==> src/rtl/instr_serial_encoder.sv <==
// Packs a decoded instruction field bundle into 16-bit instruction words and shifts them out bit-serially.
// Define INSTR_ENC_PARITY_EN to append an even-parity bit after each word.
module instr_serial_encoder #(
  parameter int LSB_FIRST  = 1,
  parameter int GAP_CYCLES = 0
) (
  input  logic        clock,
  input  logic        reset,
  input  logic        in_valid,
  output logic        in_ready,
  input  logic [2:0]  opcode,
  input  logic [2:0]  rs1,
  input  logic [2:0]  rs2,
  input  logic [2:0]  rd,
  input  logic [3:0]  alu_op,
  input  logic [3:0]  mem_op,
  input  logic [2:0]  b_type,
  input  logic [3:0]  offset,
  input  logic [8:0]  addr_offset,
  input  logic        jump_type,
  input  logic [15:0] imm,
  output logic        ser_data,
  output logic        ser_valid,
  output logic        ser_first,
  input  logic        ser_ready,
  output logic        busy,
  output logic        err
);

`ifdef INSTR_ENC_PARITY_EN
  localparam int CW       = 5;
  localparam int LAST_BIT = 16;
`else
  localparam int CW       = 4;
  localparam int LAST_BIT = 15;
`endif
  localparam int GW = (GAP_CYCLES > 1) ? $clog2(GAP_CYCLES) : 1;

  localparam logic [2:0] OP_R   = 3'd0;
  localparam logic [2:0] OP_I   = 3'd1;
  localparam logic [2:0] OP_B   = 3'd2;
  localparam logic [2:0] OP_J   = 3'd3;
  localparam logic [2:0] OP_M   = 3'd4;
  localparam logic [2:0] OP_SYS = 3'd5;

  typedef enum logic [1:0] {IDLE, SEND_W0, SEND_W1, GAP} state_t;

  state_t          r_state;
  state_t          w_nextState;
  logic [15:0]     r_word0;
  logic [15:0]     r_word1;
  logic            r_double;
  logic [CW-1:0]   r_bitCnt;
  logic [GW-1:0]   r_gapCnt;
  logic            r_err;

  logic [15:0]     w_word0;
  logic            w_double;
  logic            w_reject;
  logic            w_accept;
  logic            w_sending;
  logic            w_bitFire;
  logic            w_lastBit;
  logic            w_gapDone;
  logic [15:0]     w_curWord;
  logic [3:0]      w_bitIdx;
  logic            w_bit;

  // Field packing; the J format shares bit 6 between addr_offset[2] and jump_type.
  always_comb begin
    w_word0  = 16'h0000;
    w_double = 1'b0;
    w_reject = 1'b0;
    case (opcode)
      OP_R:   w_word0 = {alu_op, rd, rs2, rs1, opcode};
      OP_I: begin
        w_word0  = {alu_op, rd, 3'b000, rs1, opcode};
        w_double = 1'b1;
      end
      OP_B:   w_word0 = {b_type, offset, rs2, rs1, opcode};
      OP_J: begin
        w_word0  = {addr_offset[8:5], rd, addr_offset[4:0], 1'b0, opcode};
        w_reject = (jump_type != addr_offset[2]);
      end
      OP_M: begin
        w_word0  = {mem_op, rd, rs2, rs1, opcode};
        w_double = 1'b1;
      end
      OP_SYS: w_word0 = {13'h0000, opcode};
      default: w_reject = 1'b1;
    endcase
  end

  assign w_accept  = in_valid & in_ready & ~w_reject;
  assign w_sending = (r_state == SEND_W0) || (r_state == SEND_W1);
  assign w_bitFire = w_sending & ser_ready;
  assign w_lastBit = w_bitFire && (r_bitCnt == CW'(LAST_BIT));
  assign w_gapDone = (r_state == GAP) && (r_gapCnt == GW'(GAP_CYCLES - 1));

  always_ff @(posedge clock) begin
    if (reset) begin
      r_state <= IDLE;
    end else begin
      r_state <= w_nextState;
    end
  end

  always_comb begin
    w_nextState = r_state;
    in_ready    = 1'b0;
    busy        = 1'b1;
    case (r_state)
      IDLE: begin
        in_ready = 1'b1;
        busy     = 1'b0;
        if (w_accept) w_nextState = SEND_W0;
      end
      SEND_W0: begin
        if (w_lastBit) begin
          if (r_double)            w_nextState = SEND_W1;
          else if (GAP_CYCLES > 0) w_nextState = GAP;
          else                     w_nextState = IDLE;
        end
      end
      SEND_W1: begin
        if (w_lastBit) begin
          if (GAP_CYCLES > 0) w_nextState = GAP;
          else                w_nextState = IDLE;
        end
      end
      GAP: begin
        if (w_gapDone) w_nextState = IDLE;
      end
      default: w_nextState = IDLE;
    endcase
  end

  // Word capture, bit counter and gap counter; the bit counter only moves on a handshake.
  always_ff @(posedge clock) begin
    if (reset) begin
      r_word0  <= 16'h0000;
      r_word1  <= 16'h0000;
      r_double <= 1'b0;
      r_bitCnt <= '0;
      r_gapCnt <= '0;
      r_err    <= 1'b0;
    end else begin
      r_err <= in_valid & in_ready & w_reject;
      if (w_accept) begin
        r_word0  <= w_word0;
        r_word1  <= w_double ? imm : 16'h0000;
        r_double <= w_double;
        r_bitCnt <= '0;
      end else if (w_bitFire) begin
        r_bitCnt <= w_lastBit ? '0 : r_bitCnt + CW'(1);
      end
      if (r_state == GAP) r_gapCnt <= r_gapCnt + GW'(1);
      else                r_gapCnt <= '0;
    end
  end

  assign w_curWord = (r_state == SEND_W1) ? r_word1 : r_word0;
  assign w_bitIdx  = (LSB_FIRST != 0) ? r_bitCnt[3:0] : (4'd15 - r_bitCnt[3:0]);

`ifdef INSTR_ENC_PARITY_EN
  assign w_bit = (r_bitCnt == CW'(LAST_BIT)) ? ^w_curWord : w_curWord[w_bitIdx];
`else
  assign w_bit = w_curWord[w_bitIdx];
`endif

  assign ser_valid = w_sending;
  assign ser_data  = w_sending & w_bit;
  assign ser_first = w_sending & (r_bitCnt == '0);
  assign err       = r_err;

endmodule
==> config.mk <==
export PLATFORM = sky130hd
export DESIGN_NAME = instr_serial_encoder
export DESIGN_NICKNAME = d
export VERILOG_FILES = /design/src/rtl/instr_serial_encoder.sv
export SDC_FILE = /design/constraint.sdc
export NUM_CORES = 1
export LEC_CHECK = 0
export CORE_UTILIZATION = 41
export CTS_CLUSTER_DIAMETER = 30
export CTS_CLUSTER_SIZE = 16
export DETAILED_ROUTE_END_ITERATION = 8
export PLACE_DENSITY = 0.71
export SLEW_MARGIN = 5
export SYNTH_ARGS = -nofsm -noshare
export SYNTH_HDL_FRONTEND = slang
export SYNTH_SLANG_ARGS = --single-unit
==> constraint.sdc <==
create_clock -name clock -period 2.99 [get_ports clock]
set_input_delay 0.299 -clock clock [delete_from_list [all_inputs] [get_ports clock]]
set_output_delay 0.299 -clock clock [all_outputs]
set_load 0.1 [all_outputs]
**Yosys cells after proc, flatten, opt, wreduce, memory -nomap -nowiden**

Cells that the tools add are included.

- Flip-flop bits (word level): 41
- Latch bits: 0
- Memory bits (writable): 0
- Bits in read-only memories: 0
- Input bits: 57
- Memories kept: 0

- Add/subtract/negate cells: 2
- Multiply operators: 0
- Divide/modulo/power cells: 0
- $lt $le $gt $ge: 1
- Equal/unequal tests: 14
- Shifts and indexed selects: 0
- Mux-type cells: 16
- Bitwise operators: 8
- Reductions and logical operators: 11

Operators with widths:

| operator | count |
|---|---|
| $pmux 16 s6 | 1 |
| $mux 16 | 2 |
| $mux 2 | 5 |
| $ne 2x2->1 const B | 4 |
| $pmux 2 s4 | 1 |
| $and 1x1->1 | 6 |
| $eq 3x2->1 const B | 2 |
| $eq 3x3->1 const B | 2 |
| $reduce_or 2->1 | 3 |
| $lt 4x5->1 const B | 1 |
| $reduce_or 5->1 | 1 |
| $add 4x1->4 const B | 1 |
| $bmux 1 s4 | 1 |
| $eq 2x2->1 const B | 2 |
| $eq 4x4->1 const B | 1 |
| $logic_not 4->1 | 1 |
| $mux 1 | 4 |
| $mux 4 | 1 |
| $reduce_and 4->1 | 1 |
| $eq 3x1->1 const B | 1 |
| $logic_not 3->1 | 1 |
| $eq 2x1->1 const B | 1 |
| $logic_and 1x1->1 | 2 |
| $logic_not 2->1 | 1 |
| 5 further kinds | 6 |

**Logic depth before layout (Yosys ltp)**

Gate-level depths: netlist of run 1.

- Word-level depth: 7
- Gate-level depth with buffers: 8

**Worst setup path before layout of run 1**

OpenSTA, ideal clock, no wires.

- Path type: register to output
- Start: register r_state[1]
- End: output port ser_data
- Arrival time: 3.020 ns
- Required time: 2.691 ns
- Slack: -0.329 ns
- Stages on the path, launching flop included: 5
- Path buffers: 0
- Cells stage by stage: dfxtp_1 inv_1 ha_1 inv_1 a41oi_1

- Elaborated cells on any way between the ends: 7

RTL lines:

| item | RTL line | source |
|---|---|---|
| from (decl) | 48 | `state_t r_state;` |
| from (signal assigned) | 104 | `r_state <= w_nextState;` |
| $eq 2x1->1 / $eq 2x2->1 (equally long branches) | 95 | `assign w_sending = (r_state == SEND_W0) \|\| (r_state == SEND_W1);` |
| $logic_or 1x1->1 (*) | 95 |  |
| net ser_valid | 23 | `output logic ser_valid,` |
| $and 1x1->1 (*) | 172 | `assign ser_data = w_sending & w_bit;` |
| to (decl) | 22 | `output logic ser_data,` |

The timed path passes the listed nets; every way through them passes the cells marked *. The select of a mux whose other input is x is not followed.

**Worst setup path in the final report of run 1**

- Start: register r_state[1]
- End: output port ser_data

- Word-level cells in the longest chain between the ends: 5
- Elaborated cells on any way between the ends: 7

Ends and longest elaborated chain:

| item | RTL line | source |
|---|---|---|
| $eq 2x2->1 | 95, 162 |  |
| $mux 16 | 162 | `assign w_curWord = (r_state == SEND_W1) ? r_word1 : r_word0;` |
| $bmux 1 s4 | 168 | `assign w_bit = w_curWord[w_bitIdx];` |
| $mux 1 (not written as such) | 168 |  |
| $and 1x1->1 (*) | 172 |  |

Mark *: on every way between the ends. The rest lies on a longest branch, timed or not. The select of a mux whose other input is x is not followed.

==> results.yml, run 1 <==
critical_path:
  cp_top_family: "adder cells"
  crit_path_start_kind: "flip-flop"
  cp_max_fo: 15
  slowest_stage: "ha_1"
  reg2reg_from: "r_state[1]"
  cp.required_ps: 2690
  critPathKind: "reg -> out"
  slowest_delay_ps: 620
  crit_arrival_ps: 2430
  r2r_setup_slack_ps: 1040
  crit_chain: "ha_1, buf_4, mux2i_1, a22oi_1, o2111ai_1, a41oi_2, buf_12"
  timing.rr.end: "r_state[1]"
  crit_buf_inv: 2
  cp-end-kind: "primary output"
  rr_worst_depth: 7
global_routing:
  grt_usage_pct: 19.3
  grt_pass1_vias: 1820
  overflow: 0
  grt_antenna_before_repair: 0
  grt_pass1_wl_um: 8240
  grt_max_degree: 22
place:
  place_inst: 360
  dp_hpwl_um: 3870
  routabilityCongestion: 0.847
  io_buffers: 62
hold_path:
  hold_depth: 1
  hold_end: "r_double"
  worstHoldStart: "r_double"
  hold_class: "reg -> reg"
route:
  drc_errors: 0
  drt_iter0_drc: 132
  ant_nets: 0
  vias: 1965
  post_drt_wl_per_cell_um: 13.9
  viasPerCell: 5.34
  totalWireLength_um: 5100
  drtPass1Iterations: 4
synthesis:
  synth_edf_count: 0
  yosysMostFrequentCell: "dfxtp_1"
  syn_area_sq_mm: 0.00217
  yosys_most_used_dff: "dfxtp_1"
  yosysSeqAreaShare_pct: 37.8
  synth_warnings: 0
  synthTopCellsByArea: "dfxtp_1, a22o_1, mux2i_1, nor2_1, a211oi_1"
  synth_top_area_share_pct: 37.8
  syn-num-nets: 303
  avgSynthCellArea_sq_um: 9.06
  synth_top_area_cell: "dfxtp_1"
  synth_cell_types: 44
  synthCells: 240
  synthArstFlopShare_pct: 0
  ys_ff_latch: 41
  ys_top_cells_by_count: "dfxtp_1, nor2_1, a22o_1, mux2i_1, nor3_1"
clock_network:
  postCtsSetupRepairBufs: 0
  clkTransAtPathRegs_ps: 70
  clock_sinks: 41
  insertion_delay_ps: 290
  cts_buffers: 5
  clk_path_buf_depth: 2
  ctsHoldBuffers: 0
  clk_root_buffer_cell: "clkbuf_8"
  cts_tree: "done"
  post_cts_resized: 0
  htree_num_levels: 2
run_status:
  status: "completed"
power_and_ir_drop:
  p_sw_share_pct: 28.4
  clockPowerShare_pct: 27.4
  comb_power_share_pct: 24.1
  power_frac_seq_pct: 48.5
  p_int_w: 0.000878
  power_density_mw_per_mm2: 424
  netSwitchingPower_w: 0.000348
  finalPower_w: 0.00123
  power.leakage_nw: 1.05
  ir_drop_mv: 0.156
floorplan:
  die_x_um: 74.8
  rows: 26
  fp.dieH_um: 74.8
  initial_utilization_pct: 42.6
  die_area_sq_mm: 0.00560
  core-area_sq_mm: 0.00511
  ios: 63
timing:
  rsz0062_at_grt: "false"
  relSlewSlack_pct: 35.8
  drv_slew: 0
  timing.fmax_mhz: 367
  finalSetupTns_ps: 0
  skew_ps: 3.93
  finalSetupViolCount: 0
  hold_viol: 0
  min_period_ps: 2720
  fin_crit_sh_pct: 91.1
  worstMarginPinSlew_ps: 960
cells_and_area:
  instances_no_fill: 368
  antennaDiodeCount: 0
  nets: 360
  drive_gt1_share_pct: 8.39
  fin_util_pct: 56.6
  syn2layout_area_growth_pct: 33.0
job:
  maxCapViolCount: 0
==> area by class of cell <==
| type | instances | area, sq um |
|---|---|---|
| fillers | 486 | 2220 |
| inverters | 8 | 30.0 |
| flip-flops and latches | 41 | 821 |
| multi-input cells | 173 | 1210 |
| well taps | 70 | 87.6 |
| repair buffers | 68 | 666 |
| clock buffers | 8 | 80.1 |
==> registers in the layout, summed over array words and instances (netlist names) <==
signal    count
r_word1      16
r_double      1
r_gapCnt      1
r_state       2
r_bitCnt      4
r_word0      16
err           1
==> per-stage QoR <==
step | cell area (sq um) | hold slack, ps | setup WS, ps
2_1_floorplan | 2180 | 418 | 254
3_3_place_gp | 2810 | 434 | 633
3_5_place_dp | 2810 | 437 | 588
4_1_cts | 2890 | 455 | 274
5_1_grt | 2890 | 484 | 52.9
6_report | 2890 | 449 | 265
==> worst register-to-register path, stage by stage (launching register included) <==
cell     delay, ps
dfxtp_1        400
inv_1           90
ha_1           380
and3_1         230
and3_1         210
o21ai_0        310
nand2_1        100
a31oi_1        170
==> cells by family after synthesis <==
logic type / Yosys count / synth area share, %
AO/OA/AOI/OAI: 64 / 22.3
XOR/XNOR: 3 / 1.21
adder cells (fa/ha/maj): 6 / 3.45
buffers and inverters: 26 / 7.08
flip-flops: 41 / 37.8
multiplexers: 16 / 8.52
AND/OR/NAND/NOR: 84 / 19.6
==> power groups by stage <==
stage / combinational (W) / clock, W / sequential (W)
6_report: 0.000295 / 0.000337 / 0.000595
5_1_grt: 0.000318 / 0.000371 / 0.000597
4_1_cts: 0.000296 / 0.000349 / 0.000594
3_5_place_dp: 0.000296 / 0 / 0.000607
3_3_place_gp: 0.000293 / 0 / 0.000606
2_1_floorplan: 0.000189 / 0 / 0.000601
==> worst max path at each step <==
stage / from / to / slack, ps / cells after the start
2_1_floorplan: r_state[1] / ser_data / 250 / 4
3_3_place_gp: r_state[0] / ser_data / 630 / 7
3_5_place_dp: r_state[1] / ser_data / 590 / 7
4_1_cts: r_state[1] / ser_data / 270 / 7
5_1_grt: r_state[0] / ser_data / 50 / 8
6_report: r_state[1] / ser_data / 270 / 7
==> routing by layer <==
metal,GRT usage [%],part of all wire [%],up-vias
met5,0,0,-
met4,6.08,1.0,0
met3,4.28,5.3,5
met2,30.3,44,66
met1,26.5,50,899
li1,-,-,995
==> layout by cell type (no fill, tap or decap), types with 2 or more instances in the layout <==
master,synthesis,routed
a2111oi_0,2,2
a211oi_1,10,10
a21oi_1,12,12
a221oi_1,4,4
a22o_1,16,16
a22oi_1,5,5
a311oi_1,4,4
and3_1,4,4
buf_4,3,10
clkbuf_1,4,3
clkbuf_8,0,5
clkdlybuf4s50_1,0,57
dfxtp_1,41,41
ha_1,6,6
inv_1,7,7
mux2i_1,14,14
mux4_2,2,2
nand2_1,11,11
nand2b_1,5,5
nand3_1,10,10
nor2_1,28,28
nor2b_1,3,3
nor3_1,14,14
o21ai_0,3,3
xor2_1,2,2
Power figures use the tool's default switching activity.
==> run 2: changes to the inputs <==
- ABC_AREA: not set -> 1
- CAP_MARGIN: not set -> 5
- CTS_BUF_LIST: not set -> sky130_fd_sc_hd__clkbuf_4
==> results.yml, run 2 <==
timing:
  finalSetupTns_ps: 0
  fin_crit_sh_pct: 90.5
  rsz0062_at_grt: "false"
  drv_slew: 0
  worstMarginPinSlew_ps: 1140
  finalSetupViolCount: 0
  timing.fmax_mhz: 370
  hold_viol: 0
  min_period_ps: 2710
  relSlewSlack_pct: 24.0
  skew_ps: 17.8
global_routing:
  grt_antenna_before_repair: 0
  overflow: 0
  grt_usage_pct: 20.4
  grtUsageMet2_pct: 35.8
  grt_pass1_vias: 2013
  busiest_layer: "met2"
  grt_max_degree: 34
  use_met1_pct: 25.0
  grt_pass1_wl_um: 8660
  use_met3_pct: 4.61
cells_and_area:
  fillers: 517
  fin_area_sq_mm: 0.00286
  layout_commonest_cell: "nand2_1"
  syn2layout_area_growth_pct: 32.3
  register_area_sq_um: 821
  multi_input_area_sq_mm: 0.00117
  nets: 445
  drive_gt1_share_pct: 6.53
  instances_no_fill: 453
  antennaDiodeCount: 0
  reg_top3: "r_word0: 16 flops, r_word1: 16 flops, r_bitCnt: 4 flops"
  final_cell_mix: "nand2_1, nand3_1, clkdlybuf4s50_1"
clock_network:
  insertion_delay_ps: 350
  clock_sinks: 41
  clkTransAtPathRegs_ps: 130
  clk_path_buf_depth: 2
  cts_tree: "done"
  htree_num_levels: 2
  cts_buffers: 5
  clk_root_buffer_cell: "clkbuf_4"
  ctsHoldBuffers: 0
synthesis:
  synthTopCellsByArea: "dfxtp_1, nand2_1, nand3_1, ha_1, inv_1"
  synthArstFlopShare_pct: 0
  avgSynthCellArea_sq_um: 6.60
  ys_ff_latch: 41
  syn-num-nets: 390
  synth_top_area_cell: "dfxtp_1"
  synth_edf_count: 0
  yosys_most_used_dff: "dfxtp_1"
  synthCells: 327
  ys_top_cells_by_count: "nand2_1, nand3_1, dfxtp_1, inv_1, nor2_1"
  synth_warnings: 0
  syn_area_sq_mm: 0.00216
  synth_cell_types: 25
  synth_top_area_share_pct: 38.0
  yosysMostFrequentCell: "nand2_1"
  yosysSeqAreaShare_pct: 38.0
floorplan:
  die_x_um: 74.6
  initial_utilization_pct: 42.6
  fp.dieH_um: 74.6
  rows: 26
  die_area_sq_mm: 0.00556
  core-area_sq_mm: 0.00507
  ios: 63
critical_path:
  r2r_setup_slack_ps: 670
  cp-end-kind: "primary output"
  cp.required_ps: 2690
  crit_arrival_ps: 2410
  critPathKind: "reg -> out"
  slowest_stage: "dfxtp_1"
  crit_path_start_kind: "flip-flop"
  critPathMostFrequentCell: "nand2_1"
  cp_max_fo: 18
  slowest_delay_ps: 430
  crit_chain: "inv_1, ha_2, inv_1, nand2_1, nand3_1, nand3_1, nand3_1, nand2_1, nand2_1, nand2_1, nor2_2, buf_12"
power_and_ir_drop:
  power.leakage_nw: 1.26
  clockPowerShare_pct: 17.1
  comb_power_share_pct: 45.0
  ir_drop_mv: 0.409
  power_density_mw_per_mm2: 583
  p_int_w: 0.000922
  p_sw_share_pct: 44.6
  power_frac_seq_pct: 37.9
  netSwitchingPower_w: 0.000743
route:
  vias: 2213
  drt_iter0_drc: 107
  drc_errors: 0
  drtPass1Iterations: 4
  ant_nets: 0
  post_drt_wl_per_cell_um: 11.4
  totalWireLength_um: 5160
  viasPerCell: 4.89
job:
  maxCapViolCount: 0
place:
  dp_hpwl_um: 3970
  routabilityCongestion: 0.848
  place_inst: 445
  place_area_sq_mm: 0.00280
  io_buffers: 62
hold_path:
  hold_class: "reg -> reg"
run_status:
  status: "completed"
[run 2: kinds of logic (layout without fill, tap and decap cells)]
kind of cell | count (synthesis) | in the layout | share of synthesized area, %
adder cells (fa/ha/maj) | 6 | 6 | 3.48
XOR/XNOR | 3 | 3 | 1.22
AO/OA/AOI/OAI | 25 | 25 | 6.95
AND/OR/NAND/NOR | 214 | 214 | 42.1
buffers and inverters | 38 | 94 | 8.23
flip-flops | 41 | 41 | 38.0
[run 2: metrics by stage]
stage	hold WS [ps]	util (%)	power, W	setup slack [ps]
finish	428	56.3	0.00166	285
global route	443	56.3	0.00177	4.63
CTS	432	56.3	0.00168	68.2
detailed placement	413	55.1	0.00139	254
global placement	409	55.1	0.00138	391
floorplan	376	-	0.00121	51.9
[run 2: worst paths after layout]
kind / from / endpoint / cells past startpoint
worst max-delay path: r_state[0] / ser_data / 12
worst min-delay path: r_gapCnt / r_gapCnt / 1
worst max register to register: r_state[0] / r_word0[5] / 8
worst min register to register: r_gapCnt / r_gapCnt / 1
[run 2: layout make-up]
class | instances | share of cell area [%]
multi-input cells | 248 | 41.1
repair buffers | 63 | 22.0
inverters | 23 | 3.06
clock inverters | 2 | 0.525
clock buffers | 6 | 1.58
well taps | 70 | 3.06
flip-flops and latches | 41 | 28.7
[run 2: layer usage]
layer / up-vias / wire length, um
met3: 6 / 186
li1: 1163 / -
met2: 47 / 2590
met5: - / 0
met1: 997 / 2340
met4: 0 / 48
[run 2: power groups by stage]
| stage | clock network (W) | logic (W) | registers (W) |
|---|---|---|---|
| 2_1_floorplan | 0 | 0.000579 | 0.000632 |
| 3_3_place_gp | 0 | 0.000743 | 0.000641 |
| 3_5_place_dp | 0 | 0.000750 | 0.000643 |
| 4_1_cts | 0.000293 | 0.000754 | 0.000631 |
| 5_1_grt | 0.000314 | 0.000818 | 0.000637 |
| 6_report | 0.000284 | 0.000750 | 0.000631 |
[run 2: timing repair]
action                     4_1_cts  5_1_grt
setup endpoints to repair        0        1
resized for setup                0        1
setup buffers                    0        0
[run 2: critical path: cells and delay by family (launching register included)]
| kind | cells | cell delay (ps) |
|---|---|---|
| adders and majority gates | 1 | 300 |
| buffers and inverters | 3 | 620 |
| DFF | 1 | 430 |
| and+or+nand+nor | 8 | 690 |
==> run 3: changes to the inputs <==
- ABC_CLOCK_PERIOD_IN_PS: not set -> 2990
- SETUP_SLACK_MARGIN: not set -> 0.2
==> results.yml, run 3 (synthesis results as in run 2) <==
timing:
  hold_viol: 0
  fin_crit_sh_pct: 82.0
  min_period_ps: 2450
  rsz0062_at_grt: "false"
  relSlewSlack_pct: 24.1
  drv_slew: 0
  skew_ps: 18.3
  timing.fmax_mhz: 408
  finalSetupTns_ps: 0
  worstMarginPinSlew_ps: 1140
  finalSetupViolCount: 0
route:
  post_drt_wl_per_cell_um: 11.5
  drc_errors: 0
  drt_iter0_drc: 116
  dr.max_layer_used: "met4"
  vias: 2238
  viasPerCell: 4.93
  met1Wirelength_um: 2340
  dr_wl_met2_um: 2630
  totalWireLength_um: 5200
  ant_nets: 0
  drtPass1Iterations: 4
  dr_wl_met3_um: 195
cells_and_area:
  instances_no_fill: 454
  final_cell_mix: "nand2_1, nand3_1, clkdlybuf4s50_1"
  fin_util_pct: 56.7
  syn2layout_area_growth_pct: 33.3
  register_area_sq_um: 821
  fillers: 514
  drive_gt1_share_pct: 7.03
  reg_top3: "r_word0: 16 flops, r_word1: 16 flops, r_bitCnt: 4 flops"
  layout_commonest_cell: "nand2_1"
  nets: 446
  multi_input_area_sq_mm: 0.00118
  antennaDiodeCount: 0
  fin_area_sq_mm: 0.00288
clock_network:
  cts_buffers: 5
  htree_num_levels: 2
  cts_tree: "done"
  clk_path_buf_depth: 2
  clk_root_buffer_cell: "clkbuf_4"
  insertion_delay_ps: 350
  ctsHoldBuffers: 0
  clock_sinks: 41
  clkTransAtPathRegs_ps: 130
critical_path:
  slowest_stage: "dfxtp_1"
  cp-end-kind: "primary output"
  crit_path_start_kind: "flip-flop"
  crit_chain: "inv_1, ha_4, clkinvlp_4, nand2_1, nand3_1, nand3_1, nand3_1, a21oi_1, nor2_2, buf_12"
  cp.required_ps: 2690
  slowest_delay_ps: 380
  cp_max_fo: 19
  critPathMostFrequentCell: "nand3_1"
  critPathKind: "reg -> out"
  crit_arrival_ps: 2150
power_and_ir_drop:
  power_density_mw_per_mm2: 584
  ir_drop_mv: 0.417
  power.leakage_nw: 1.26
floorplan:
  fp.dieH_um: 74.6
  initial_utilization_pct: 42.6
  ios: 63
  die_area_sq_mm: 0.00556
  rows: 26
  core-area_sq_mm: 0.00507
  die_x_um: 74.6
global_routing:
  grt_pass1_vias: 2026
  overflow: 0
  grt_max_degree: 34
  grt_antenna_before_repair: 0
  grt_pass1_wl_um: 8690
  grt_usage_pct: 20.4
job:
  maxCapViolCount: 0
place:
  routabilityCongestion: 0.848
  dp_hpwl_um: 3970
  place_inst: 445
  place_area_sq_mm: 0.00280
  io_buffers: 62
run_status:
  status: "completed"
hold_path:
  hold_class: "reg -> reg"
## run 3: changes by cell type in the layout (fill, tap and decap cells not counted)
cell        before  now
clkinvlp_4       2    4
ha_2             1    0
inv_1           20   19
ha_4             0    1
## run 3: final timing paths
path | from | to | slack (ps) | depth (start not counted)
setup reg to reg | r_state[0] | r_word0[5] | 620 | 8
hold / removal | r_gapCnt | r_gapCnt | 430 | 1
hold reg to reg | r_gapCnt | r_gapCnt | 430 | 1
setup / recovery | r_state[0] | ser_data | 540 | 10
## run 3: routing by layer
| layer | up-vias | global-route usage, % |
|---|---|---|
| li1 | 1165 | - |
| met1 | 1019 | 25.0 |
| met2 | 49 | 36.1 |
| met3 | 5 | 4.61 |
| met4 | 0 | 5.03 |
| met5 | - | 0 |
## run 3: critical path, delay by kind of cell, from the launching register on
kind,cells,cell delay [ps]
AO/OA/AOI/OAI,1,190
adder cells (fa/ha/maj),1,300
buffers and inverters,3,510
flip-flops,1,380
AND/OR/NAND/NOR,5,410
## run 3: cell type report
type	instances	area share (%)
Multi-Input combinational cell	248	41.1
Sequential cell	41	28.5
Timing Repair Buffer	63	21.8
Inverter	23	3.17
Tap cell	70	3.04
Clock buffer	6	1.56
Clock inverter	2	0.522
Timing Repair inverter	1	0.261
## run 3: stage by stage
step                hold WS (ps)  power (W)  worst slack (ps)
floorplan                    376    0.00121              51.9
global placement             409    0.00138               391
detailed placement           413    0.00139               254
CTS                          432    0.00168               254
global route                 443    0.00179               314
finish                       428    0.00168               537
## run 3: where the power goes
| part | leakage [nW] | total, W | switching [W] | internal, W |
|---|---|---|---|---|
| Sequential | 0.333 | 0.000632 | 0.0000406 | 0.000592 |
| Combinational | 0.904 | 0.000765 | 0.000528 | 0.000237 |
| Clock | 0.0279 | 0.000284 | 0.000183 | 0.000101 |
| Total | 1.26 | 0.00168 | 0.000752 | 0.000930 |
## run 3: repair_timing
item / CTS / global route
endpoints found under the setup margin: 1 / 1
gates cloned: 0 / 1
buffers inserted: 0 / 0
gates resized for setup: 1 / 3
